## config.mk

```make
export PLATFORM = sky130hd
export DESIGN_NAME = pu_result_writer_flat
export DESIGN_NICKNAME = d
export VERILOG_FILES = /design/src/rtl/pu_result_writer_pkg.sv /design/src/rtl/pu_result_writer_if.sv /design/src/rtl/pu_lane_adder_tree.sv /design/src/rtl/pu_result_writer.sv /design/src/flat_wrapper.sv
export SDC_FILE = /design/constraint.sdc
export NUM_CORES = 1
export LEC_CHECK = 0
export ABC_AREA = 1
export BUFFER_PORTS_ARGS = -buffer_cell sky130_fd_sc_hd__buf_4
export CORE_UTILIZATION = 50
export CTS_BUF_LIST = sky130_fd_sc_hd__clkbuf_4 sky130_fd_sc_hd__clkbuf_8
export CTS_CLUSTER_SIZE = 30
export DETAILED_ROUTE_END_ITERATION = 8
export PLACE_DENSITY = 0.73
export REMOVE_ABC_BUFFERS = 1
export SLEW_MARGIN = 30
export SYNTH_ARGS = -nofsm -noshare
export SYNTH_HDL_FRONTEND = slang
export SYNTH_SLANG_ARGS = --single-unit
```

## constraint.sdc

```tcl
create_clock -name clk_i -period 2.44 [get_ports clk_i]
set_input_delay 0.488 -clock clk_i [delete_from_list [all_inputs] [get_ports clk_i]]
set_output_delay 0.488 -clock clk_i [all_outputs]
set_load 0.02 [all_outputs]
```

## src/rtl/pu_result_writer_pkg.sv

```systemverilog
// Shared definitions for the PU result path: default widths, FSM state encoding
// and the accumulator-to-result saturation helper.
package pu_result_writer_pkg;

  localparam int unsigned PU_MAC_NUM = 8;
  localparam int unsigned PU_DATA_W  = 16;
  localparam int unsigned PU_ACC_W   = 24;
  localparam int unsigned PU_OUT_W   = 16;
  localparam int unsigned PU_ROWS    = 8;
  localparam int unsigned PU_ADDR_W  = 3;

  // 2'b10 is unused and recovers to IDLE
  typedef enum logic [1:0] {
    IDLE = 2'b00,
    RUN  = 2'b01,
    DONE = 2'b11
  } state_e;

  localparam logic signed [PU_ACC_W-1:0] SAT_MAX = PU_ACC_W'(2 ** (PU_OUT_W - 1) - 1);
  localparam logic signed [PU_ACC_W-1:0] SAT_MIN = ~SAT_MAX;

  // Clamp a signed accumulator value into the signed result range
  function automatic logic [PU_OUT_W-1:0] saturate(input logic signed [PU_ACC_W-1:0] v);
    if (v > SAT_MAX) begin
      return {1'b0, {(PU_OUT_W - 1){1'b1}}};
    end else if (v < SAT_MIN) begin
      return {1'b1, {(PU_OUT_W - 1){1'b0}}};
    end
    return v[PU_OUT_W-1:0];
  endfunction

endpackage

```

## src/rtl/pu_result_writer_if.sv

```systemverilog
// PU handshake from the local controller / MAC array and the result-buffer write port.
interface pu_result_writer_if
  import pu_result_writer_pkg::*;
#(
  parameter int unsigned MAC_NUM = PU_MAC_NUM,
  parameter int unsigned DATA_W  = PU_DATA_W,
  parameter int unsigned OUT_W   = PU_OUT_W,
  parameter int unsigned ADDR_W  = PU_ADDR_W
);

  logic                      start_i;
  logic                      pu_valid_i;
  logic                      pu_clear_i;
  logic [MAC_NUM*DATA_W-1:0] pu_prod_i;
  logic [ADDR_W-1:0]         dout_addr_o;
  logic                      dout_we_o;
  logic [OUT_W-1:0]          dout_data_o;
  logic                      busy_o;
  logic                      done_o;

  modport master (
    output start_i, pu_valid_i, pu_clear_i, pu_prod_i,
    input  dout_addr_o, dout_we_o, dout_data_o, busy_o, done_o
  );

  modport slave (
    input  start_i, pu_valid_i, pu_clear_i, pu_prod_i,
    output dout_addr_o, dout_we_o, dout_data_o, busy_o, done_o
  );

endinterface

```

## src/rtl/pu_lane_adder_tree.sv

```systemverilog
// Combinational signed sum of MAC_NUM lane products, sign-extended to ACC_W.
module pu_lane_adder_tree #(
  parameter int unsigned MAC_NUM = 8,
  parameter int unsigned DATA_W  = 16,
  parameter int unsigned ACC_W   = 24
) (
  input  logic [MAC_NUM*DATA_W-1:0] i_prod,
  output logic signed [ACC_W-1:0]   o_sum_c
);

  always_comb begin
    o_sum_c = '0;
    for (int unsigned k = 0; k < MAC_NUM; k++) begin
      o_sum_c = o_sum_c + ACC_W'($signed(i_prod[k*DATA_W +: DATA_W]));
    end
  end

endmodule

```

## src/rtl/pu_result_writer.sv

```systemverilog
// Accumulates per-cycle lane sums into dot products and writes one saturated
// result per pu_clear_i to the result buffer; pulses done_o after ROWS results.
module pu_result_writer
  import pu_result_writer_pkg::*;
#(
  parameter int unsigned MAC_NUM = PU_MAC_NUM,
  parameter int unsigned DATA_W  = PU_DATA_W,
  parameter int unsigned ACC_W   = PU_ACC_W,
  parameter int unsigned OUT_W   = PU_OUT_W,
  parameter int unsigned ROWS    = PU_ROWS,
  parameter int unsigned ADDR_W  = PU_ADDR_W
) (
  input  logic               clk_i,
  input  logic               rstn_i,
  pu_result_writer_if.slave  bus
);

  state_e                    r_state;
  logic signed [ACC_W-1:0]   r_acc;
  logic [ADDR_W-1:0]         r_wr_cnt;
  logic [ADDR_W-1:0]         r_addr;
  logic                      r_we;
  logic [OUT_W-1:0]          r_data;
  logic                      r_busy;
  logic                      r_done;

  logic signed [ACC_W-1:0]   w_lane_sum;
  logic signed [ACC_W-1:0]   w_res;
  logic                      w_last;
  logic [ADDR_W-1:0]         w_wr_cnt_nxt;

  pu_lane_adder_tree #(
    .MAC_NUM (MAC_NUM),
    .DATA_W  (DATA_W),
    .ACC_W   (ACC_W)
  ) u_adder (
    .i_prod  (bus.pu_prod_i),
    .o_sum_c (w_lane_sum)
  );

  // A closing cycle still folds in its own lane sum when valid
  assign w_res        = r_acc + (bus.pu_valid_i ? w_lane_sum : ACC_W'(0));
  assign w_last       = (r_wr_cnt == ADDR_W'(ROWS - 1));
  assign w_wr_cnt_nxt = w_last ? '0 : r_wr_cnt + ADDR_W'(1);

  always_ff @(posedge clk_i or negedge rstn_i) begin
    if (!rstn_i) begin
      r_state  <= IDLE;
      r_acc    <= '0;
      r_wr_cnt <= '0;
      r_addr   <= '0;
      r_we     <= 1'b0;
      r_data   <= '0;
      r_busy   <= 1'b0;
      r_done   <= 1'b0;
    end else begin
      r_we   <= 1'b0;
      r_done <= 1'b0;
      case (r_state)
        IDLE: begin
          r_acc <= '0;
          if (bus.start_i) begin
            r_state  <= RUN;
            r_wr_cnt <= '0;
            r_busy   <= 1'b1;
          end
        end
        RUN: begin
          if (bus.pu_clear_i) begin
            r_acc    <= '0;
            r_we     <= 1'b1;
            r_addr   <= r_wr_cnt;
            r_data   <= saturate(w_res);
            r_wr_cnt <= w_wr_cnt_nxt;
            if (w_last) begin
              r_state <= DONE;
            end
          end else if (bus.pu_valid_i) begin
            r_acc <= r_acc + w_lane_sum;
          end
        end
        DONE: begin
          r_state <= IDLE;
          r_acc   <= '0;
          r_busy  <= 1'b0;
          r_done  <= 1'b1;
        end
        default: begin
          r_state <= IDLE;
          r_acc   <= '0;
          r_busy  <= 1'b0;
        end
      endcase
    end
  end

  assign bus.dout_addr_o = r_addr;
  assign bus.dout_we_o   = r_we;
  assign bus.dout_data_o = r_data;
  assign bus.busy_o      = r_busy;
  assign bus.done_o      = r_done;

endmodule
```

## src/flat_wrapper.sv

```systemverilog
// flat-port wrapper written by rule: the top's interface ports become plain ports
module pu_result_writer_flat import pu_result_writer_pkg::*;
#(
  parameter int unsigned MAC_NUM = PU_MAC_NUM,
  parameter int unsigned DATA_W  = PU_DATA_W,
  parameter int unsigned ACC_W   = PU_ACC_W,
  parameter int unsigned OUT_W   = PU_OUT_W,
  parameter int unsigned ROWS    = PU_ROWS,
  parameter int unsigned ADDR_W  = PU_ADDR_W
)
  (clk_i, rstn_i, bus_start_i, bus_pu_valid_i, bus_pu_clear_i, bus_pu_prod_i, bus_dout_addr_o, bus_dout_we_o, bus_dout_data_o, bus_busy_o, bus_done_o);
  pu_result_writer_if #(.MAC_NUM(MAC_NUM), .DATA_W(DATA_W), .OUT_W(OUT_W), .ADDR_W(ADDR_W)) bus_i ();
  input  logic clk_i;
  input  logic rstn_i;
  input wire logic [$bits(bus_i.start_i)-1:0] bus_start_i;
  input wire logic [$bits(bus_i.pu_valid_i)-1:0] bus_pu_valid_i;
  input wire logic [$bits(bus_i.pu_clear_i)-1:0] bus_pu_clear_i;
  input wire logic [$bits(bus_i.pu_prod_i)-1:0] bus_pu_prod_i;
  output wire logic [$bits(bus_i.dout_addr_o)-1:0] bus_dout_addr_o;
  output wire logic [$bits(bus_i.dout_we_o)-1:0] bus_dout_we_o;
  output wire logic [$bits(bus_i.dout_data_o)-1:0] bus_dout_data_o;
  output wire logic [$bits(bus_i.busy_o)-1:0] bus_busy_o;
  output wire logic [$bits(bus_i.done_o)-1:0] bus_done_o;
  assign bus_i.start_i = bus_start_i;
  assign bus_i.pu_valid_i = bus_pu_valid_i;
  assign bus_i.pu_clear_i = bus_pu_clear_i;
  assign bus_i.pu_prod_i = bus_pu_prod_i;
  assign bus_dout_addr_o = bus_i.dout_addr_o;
  assign bus_dout_we_o = bus_i.dout_we_o;
  assign bus_dout_data_o = bus_i.dout_data_o;
  assign bus_busy_o = bus_i.busy_o;
  assign bus_done_o = bus_i.done_o;
  pu_result_writer #(.MAC_NUM(MAC_NUM), .DATA_W(DATA_W), .ACC_W(ACC_W), .OUT_W(OUT_W), .ROWS(ROWS), .ADDR_W(ADDR_W)) u_core (.clk_i(clk_i), .rstn_i(rstn_i), .bus(bus_i));
endmodule
```

# == Word level (Yosys, flattened, before mapping) ==
# Index checks and enable logic that the tools add are counted.
# word_totals
in_bits,133
output_inout_bits,22
elab_cells,58
reg_bits,51
mem_bits_rw,0
rom_bits,0
mem_count,0
latchBits,0
# op_classes
muxes,24
n_reduce_logical,6
bitwise,1
add_sub_neg,10
multipliers,0
div,0
eq_ne,7
order_cmp,2
shifts,0
# op_table
operator,n
$mux W24,4
$mux W16,3
$add A24 B23 Y24,1
$add A24 B24 Y24,1
$gt A24 B16 Y1 const B,1
$lt A24 B16 Y1 const B,1
$add A22 B16 Y23,1
$add A21 B16 Y22,1
$add A20 B16 Y21,1
$add A19 B16 Y20,1
$add A18 B16 Y19,1
$add A17 B16 Y18,1
$add A16 B16 Y17,1
$mux W3,3
$mux W1,8
$mux W2,3
$pmux W3 S2,1
$reduce_and A3 Y1,2
$ne A2 B2 Y1 const B,2
$pmux W2 S2,1
$reduce_and A2 Y1,2
$add A3 B1 Y3 const B,1
$eq A3 B3 Y1 const B,1
$ne A3 B3 Y1 const B,1
7 further kinds,7

# == Longest topological paths before layout ==
# Gate-level depths: netlist (run 1).
# depth
ltp_word,15
depth_mapped,39
depth_no_buf,38

# == Modules after synthesis ==
# A second synthesis (run 1) with hierarchy kept.
# hier_totals
cells_unflattened,1359
hier_area_um2,9215.1
# modules_own_cells
module,area_each_um2,seq_area_each_um2,n_inst,cells_per_inst
pu_result_writer,5153.7,1276.2,1,805
pu_lane_adder_tree,4061.4,0.0,1,554

# == Worst setup path after synthesis (run 1) ==
# No wires, ideal clock.
# synth_path
kind,input -> register
from,input port bus_pu_prod_i[2]
to,register u_core.r_data[10] (netlist: u_core.bus.dout_data_o[10])
arrival_time_ps,6159
path_slack_ps,-3839
n_path_buf,1
stages,37
required_ps,2320
cell_sequence,inv_1 -> fa_1 -> inv_1 -> fa_1 -> fa_1 -> inv_1 -> fa_1 -> inv_1 -> ha_1 -> inv_1 -> fa_1 -> nor2_2 -> nand2_1 -> nand2_1 -> a21boi_0 -> o21ai_1 -> nand2_1 -> nand2_1 -> nand2_1 -> o21bai_1 -> xor2_1 -> nor2_1 -> ha_1 -> nand2_1 -> inv_1 -> nand2_1 -> nor2_1 -> nand3_1 -> nand3_1 -> nand2_1 -> nand2_1 -> nand3_1 -> nor2_1 -> nand3_1 -> a21oi_4 -> buf_6 -> a21oi_1
# synth_between
elab_chain_cells,15
word_cells_on_any_way,17
# synth_rtl
item,line_no,source
"start, declared",flat_wrapper.sv:18,input wire logic [$bits(bus_i.pu_prod_i)-1:0] bus_pu_prod_i;
$add A16 B16 Y17 *,pu_lane_adder_tree.sv:14,o_sum_c = o_sum_c + ACC_W'($signed(i_prod[k*DATA_W +: DATA_W]));
$add A17 B16 Y18 *,pu_lane_adder_tree.sv:14,
$add A18 B16 Y19 *,pu_lane_adder_tree.sv:14,
$add A19 B16 Y20 *,pu_lane_adder_tree.sv:14,
$add A20 B16 Y21 *,pu_lane_adder_tree.sv:14,
$add A21 B16 Y22 *,pu_lane_adder_tree.sv:14,
$add A22 B16 Y23 *,pu_lane_adder_tree.sv:14,
$mux W24 *,pu_result_writer.sv:42,assign w_res = r_acc + (bus.pu_valid_i ? w_lane_sum : ACC_W'(0));
$add A24 B24 Y24 *,pu_result_writer.sv:42,
$lt A24 B16 Y1,pu_result_writer_pkg.sv:26,end else if (v < SAT_MIN) begin
$mux W1,pu_result_writer_pkg.sv:26,
$mux W1,pu_result_writer_pkg.sv:24,if (v > SAT_MAX) begin
$mux W1,pu_result_writer.sv:69,if (bus.pu_clear_i) begin
$mux W1,pu_result_writer.sv:59,case (r_state)
$mux W16 *,pu_result_writer_pkg.sv:29,return v[PU_OUT_W-1:0];
"end signal, assigned",pu_result_writer.sv:73,r_data <= saturate(w_res);
"end, declared",pu_result_writer.sv:23,logic [OUT_W-1:0] r_data;
# Every way passes the cells marked *; elsewhere a longest branch is shown, timed or not. The select of a mux whose other input is x is not followed.
# A chain may end at the register's enable or synchronous reset.

# == Worst setup path after layout (run 1) ==
# layout_path
from,input port bus_pu_prod_i[67]
to,register u_core.r_data[12] (netlist: u_core.bus.dout_data_o[12])
# layout_between
elab_chain_cells,12
word_cells_on_any_way,14
# layout_rtl
item,line_no
$add A19 B16 Y20 *,pu_lane_adder_tree.sv:14
$add A20 B16 Y21 *,pu_lane_adder_tree.sv:14
$add A21 B16 Y22 *,pu_lane_adder_tree.sv:14
$add A22 B16 Y23 *,pu_lane_adder_tree.sv:14
$mux W24 *,pu_result_writer.sv:42
$add A24 B24 Y24 *,pu_result_writer.sv:42
$lt A24 B16 Y1,pu_result_writer_pkg.sv:26
$mux W1,pu_result_writer_pkg.sv:26
$mux W1,pu_result_writer_pkg.sv:24
$mux W1,pu_result_writer.sv:69
$mux W1,pu_result_writer.sv:59
$mux W16 *,pu_result_writer_pkg.sv:29
# Marks and branches as above.

==> results of run 1 <==
[registers in the layout, summed over array words and instances, names as in the netlist]
signal                  flops
u_core.r_acc               24
u_core.bus.dout_data_o     16
u_core.bus.dout_addr_o      3
u_core.r_wr_cnt             3
u_core.r_state              2
u_core.bus.busy_o           1
u_core.bus.done_o           1
u_core.bus.dout_we_o        1
[synth_stat cells, types with 3 or more instances]
cell / n / area share [%]
a21o_1: 8 / 0.68
a21oi_1: 84 / 4.8
clkbuf_1: 6 / 0.26
dfrtp_1: 51 / 15
fa_1: 102 / 23
ha_1: 69 / 9.8
inv_1: 375 / 16
nand2_1: 269 / 11
nand2_2: 4 / 0.28
nand3_1: 42 / 2.4
nand4_1: 19 / 1.4
nor2_1: 76 / 3.2
nor2_2: 4 / 0.28
nor3_1: 11 / 0.63
nor4_1: 3 / 0.21
o211ai_1: 3 / 0.26
o21ai_0: 56 / 3.2
o21bai_1: 4 / 0.34
or2_2: 16 / 1.1
xnor2_1: 6 / 0.60
xor2_1: 24 / 2.4
[stage by stage]
step	setup TNS [ns]	utilization (%)
after global placement	-137.28	68.1
after global routing	-129.12	76.7
after detailed placement	-139.93	68.1
after CTS	-117.86	73.3
final	-121.71	76.7
after floorplan	-120.86	-
[per-layer routing]
metal	GRT usage [%]	vias to the layer above	part of all wire (%)
li1	-	4591	-
met1	35.1	4552	39
met2	53.2	384	51
met3	3.57	106	5.3
met4	11.5	0	4.7
met5	0	-	0
[cell families (layout without fill, tap and decap cells)]
| kind of cell | count (synthesis) | after routing |
|---|---|---|
| buffers and inverters | 388 | 785 |
| adders and majority gates | 171 | 171 |
| DFF | 51 | 51 |
| and+or+nand+nor | 451 | 452 |
| xor gates and xnor gates | 30 | 30 |
| AOI/OAI and AO/OA | 172 | 172 |
[worst max-delay path, delay by kind of cell]
family	cells	cell delay, ns
buffers and inverters	6	0.44
adders and majority gates	6	2.88
and+or+nand+nor	17	1.87
AOI/OAI and AO/OA	4	0.51
xor gates and xnor gates	1	0.27
[timing repair]
action                     4_1_cts  5_1_grt
resized for setup              161      129
cloned                           2        0
setup endpoints to repair       39       39
buffers inserted                25       19
pin swaps                      110       89
[worst min path at each step]
stage                              startpoint  slack, ns  depth (start not counted)                        end
floorplan                              rstn_i       0.19                          0          u_core.bus.busy_o
global placement    u_core.bus.dout_addr_o[1]       0.47                          2  u_core.bus.dout_addr_o[1]
detailed placement  u_core.bus.dout_addr_o[2]       0.48                          2  u_core.bus.dout_addr_o[2]
CTS                                    rstn_i       0.21                          1            u_core.r_acc[4]
global route                           rstn_i       0.23                          1            u_core.r_acc[6]
finish                                 rstn_i       0.18                          1            u_core.r_acc[6]
[layout make-up]
class,count,area (µm²)
flip-flops and latches,51,1280
repair buffers,398,3110
inverters,379,1430
clock buffers,5,68.8
clock inverters,3,46.3
well taps,225,282
fillers,1194,4020
multi-input cells,825,7010
==> impl_metrics.yaml, run 1 <==
status:
  outcome: "finished, violations left"
  violations: "design-rule violations, negative setup slack"
timing:
  drv_slew: 0
  skew_ns: 0.0215
  rsz0062_at_grt: "yes"
  tightest_slew_ns: 0.683
  setup_ws_ns: -3.75
  fmax_mhz: 161
  hold_violations: 0
  slew_headroom_pct: 54.5
  hold_ws_ns: 0.179
  min_period_ns: 6.19
  finalCritPeriodShare_pct: 254
  setup_violations: 39
final_layout:
  fin_cells: 1886
  mostFrequentLayoutCell: "buf_4"
  drive_gt1_share_pct: 38.6
  diodes: 0
  nets: 1964
  finalInstanceArea_um2: 13200
  final_cell_mix: "buf_4 (372), inv_1 (347), nand2_1 (218)"
  area_growth_pct: 50.5
clock_network:
  clock_path_buffers: 2
  clock_latency_ns: 0.34
  cts-htree-levels: 2
  hold_buffers: 0
  numCtsBuffers: 5
  clkTransAtPathRegs_ns: 0.13
  cts_root_buf: "clkbuf_8"
  cts_tree: "built"
  clock-sinks: 51
synth:
  syn_area_um2: 8780
  ys_types: 43
  seq_area_frac_synth_pct: 14.5
  synth_compound_area_share_pct: 10.9
  syn_area_per_cell_um2: 6.95
  synth_top_family_by_area: "adder cells"
  synth_edf_count: 0
  yosysWarnings: 0
  synthAdderAreaFrac_pct: 33.1
  synth_xor_area_share_pct: 2.99
  synthArstFlopShare_pct: 100
  synthFlopType: "dfrtp_1"
  synth_cells: 1263
  ys_seq_elements: 51
  yosys.area_share.simple_pct: 21.7
  synthMuxAreaShare_pct: 0
worst_setup_path:
  critPathArrivalTime_ns: 6.47
  rr_worst_depth: 16
  cpMostUsedCell: "nand2_2"
  critPathLaunch: "bus_pu_prod_i[67]"
  critPathRequiredTime_ns: 2.72
  crit_fanout: 7
  slowest_delay_ns: 0.56
  startpoint_type: "primary input"
  r2r-start: "u_core.r_acc[0]"
  cpMaxStageDelayCell: "fa_1"
  end_kind: "register"
  rr_endpoint: "u_core.bus.dout_data_o[12]"
  endpoint: "u_core.bus.dout_data_o[12]"
  path_class: "primary input to register"
  rrSetupSlack_ns: -0.32
floorplan:
  std_cell_rows: 48
  die_y_um: 135
  ios: 155
  die-area_um2: 18100
  dieWidth_um: 135
  coreArea_um2: 17200
  start_util_pct: 50.9
place:
  dp_hpwl_mm: 20.2
  placed_cell_area_um2: 11700
  pre_cts_ws_ns: -4.28
  port_buffers: 154
  dp.cells: 1836
  gp_congestion: 0.955
global_route:
  grt.total_usage_pct: 29.3
  grt_pass1_wl_mm: 42.4
  grt_pass1_vias: 9519
  antenna_found_initial: 0
  grt-ovfl-total: 0
  grt_max_degree: 52
drt:
  drt-total-wl_mm: 27.8
  drtAntennaViolNets: 0
  drt_iter0_drc: 566
  num_vias: 9633
  drc_errors: 1
  vias_per_cell: 5.11
  first_pass_iters: 8
  post_drt_wl_per_cell_um: 14.7
min_path:
  hold_class: "primary input to asynchronous set/reset pin"
flow_run:
  drv_cap: 0
Power of run 1 is left out: the tool's default activity adds up to more than one toggle a clock period on the data nets, which glitch-free logic cannot reach.
==> run 2: changes to the inputs <==
- SETUP_SLACK_MARGIN: not set -> 0.2
==> impl_metrics.yaml, run 2 (same netlist as run 1, synthesis figures left out) <==
global_route:
  grt_util_met1_pct: 35.2
  grt-ovfl-total: 0
  antenna_found_initial: 0
  grt_pass1_wl_mm: 42.9
  grt_max_degree: 52
  use_met3_pct: 3.38
  grt_util_met2_pct: 53.5
  busiest_layer: "met2"
  grt.total_usage_pct: 29.5
  grt_pass1_vias: 9682
timing:
  setup_ws_ns: -3.85
  finalCritPeriodShare_pct: 258
  setup_violations: 39
  rsz0062_at_grt: "yes"
  min_period_ns: 6.29
  drv_slew: 0
  finalSetupTns_ns: -122.76
  slew_headroom_pct: 53.8
  tightest_slew_ns: 0.693
  hold_violations: 0
  fmax_mhz: 159
  skew_ns: 0.0227
floorplan:
  die-area_um2: 18100
  std_cell_rows: 48
  ios: 155
  dieWidth_um: 135
  die_y_um: 135
  coreArea_um2: 17200
  start_util_pct: 50.9
final_layout:
  nets: 1965
  mostFrequentLayoutCell: "buf_4"
  fin_cells: 1887
  drive_gt1_share_pct: 38.6
  largest_reg_flops: 24
  diodes: 0
  top_register: "u_core.r_acc"
  final_cell_mix: "buf_4 (364), inv_1 (343), nand2_1 (216)"
  area_growth_pct: 51.4
worst_setup_path:
  rrSetupSlack_ns: -0.36
  slowest_delay_ns: 0.55
  cpMaxStageDelayCell: "fa_1"
  startpoint_type: "primary input"
  critPathLaunch: "bus_pu_prod_i[36]"
  crit_fanout: 7
  r2r-start: "u_core.r_acc[0]"
  critPathRequiredTime_ns: 2.69
  path_class: "primary input to register"
  critPathArrivalTime_ns: 6.54
  end_kind: "register"
clock_network:
  cts-htree-levels: 2
  clkTransAtPathRegs_ns: 0.13
  clock_latency_ns: 0.34
  hold_buffers: 0
  cts_root_buf: "clkbuf_8"
  numCtsBuffers: 5
  clock-sinks: 51
  cts_tree: "built"
  clock_path_buffers: 2
drt:
  post_drt_wl_per_cell_um: 14.6
  drc_errors: 1
  drtAntennaViolNets: 0
  vias_per_cell: 5.07
  first_pass_iters: 7
  drt-total-wl_mm: 27.5
  drt_iter0_drc: 571
  num_vias: 9564
place:
  gp_congestion: 0.955
  dp_hpwl_mm: 20.2
  port_buffers: 154
  dp.cells: 1836
status:
  outcome: "finished, violations left"
  violations: "design-rule violations, negative setup slack"
flow_run:
  drv_cap: 0
min_path:
  hold_class: "primary input to asynchronous set/reset pin"
run 2: cell count changes in the layout (fill, tap and decap cells not counted), moves of 4 or more:
cell / before / now
o21ai_1: 21 / 25
buf_4: 372 / 364
buf_6: 23 / 31
nand2_4: 7 / 12
inv_1: 347 / 343
run 2: worst max-delay path: cells and delay by family:
kind / cells / cell delay, ns
buffers and inverters: 11 / 1.02
XOR/XNOR: 1 / 0.13
AO/OA/AOI/OAI: 3 / 0.40
AND/OR/NAND/NOR: 15 / 1.85
adder cells (fa/ha/maj): 6 / 2.66
run 2: timing repair:
action                     4_1_cts  5_1_grt
resized for setup              189      118
setup buffers                   26       15
pin swaps                      134      106
setup endpoints to repair       39       39
cloned                           2        0
run 2: layout make-up:
type	count	area, µm²
Clock inverter	3	46.3
Inverter	379	1430
Fill cell	1190	3940
Tap cell	225	282
Timing Repair Buffer	399	3170
Clock buffer	5	68.8
Multi-Input combinational cell	825	7020
Sequential cell	51	1280
run 2: through the flow:
stage | hold slack, ns | utilization, % | setup slack (ns) | area [µm²]
after floorplan | 0.192 | - | -3.85 | 8730
after global placement | 0.467 | 68.1 | -4.15 | 11700
after detailed placement | 0.475 | 68.1 | -4.28 | 11700
after CTS | 0.213 | 74.0 | -3.74 | 12800
after global routing | 0.242 | 77.1 | -4.08 | 13300
final | 0.182 | 77.1 | -3.85 | 13300
run 2: routing by layer:
layer | share of wire [%] | vias to the layer above | wire length (µm)
li1 | - | 4583 | -
met1 | 39 | 4522 | 10900
met2 | 50 | 348 | 13900
met3 | 5.0 | 111 | 1370
met4 | 5.2 | 0 | 1430
met5 | 0 | - | 0
run 2: worst paths after layout:
kind,to,depth (start not counted)
max,u_core.bus.dout_data_o[0],36
max reg2reg,u_core.bus.dout_data_o[0],16
min in group clk_i,u_core.r_acc[8],2
max in group asynchronous,u_core.bus.dout_addr_o[0],1
min,u_core.r_acc[4],1
min reg2reg,u_core.bus.dout_addr_o[2],2
Power of run 2 is left out for the same reason.
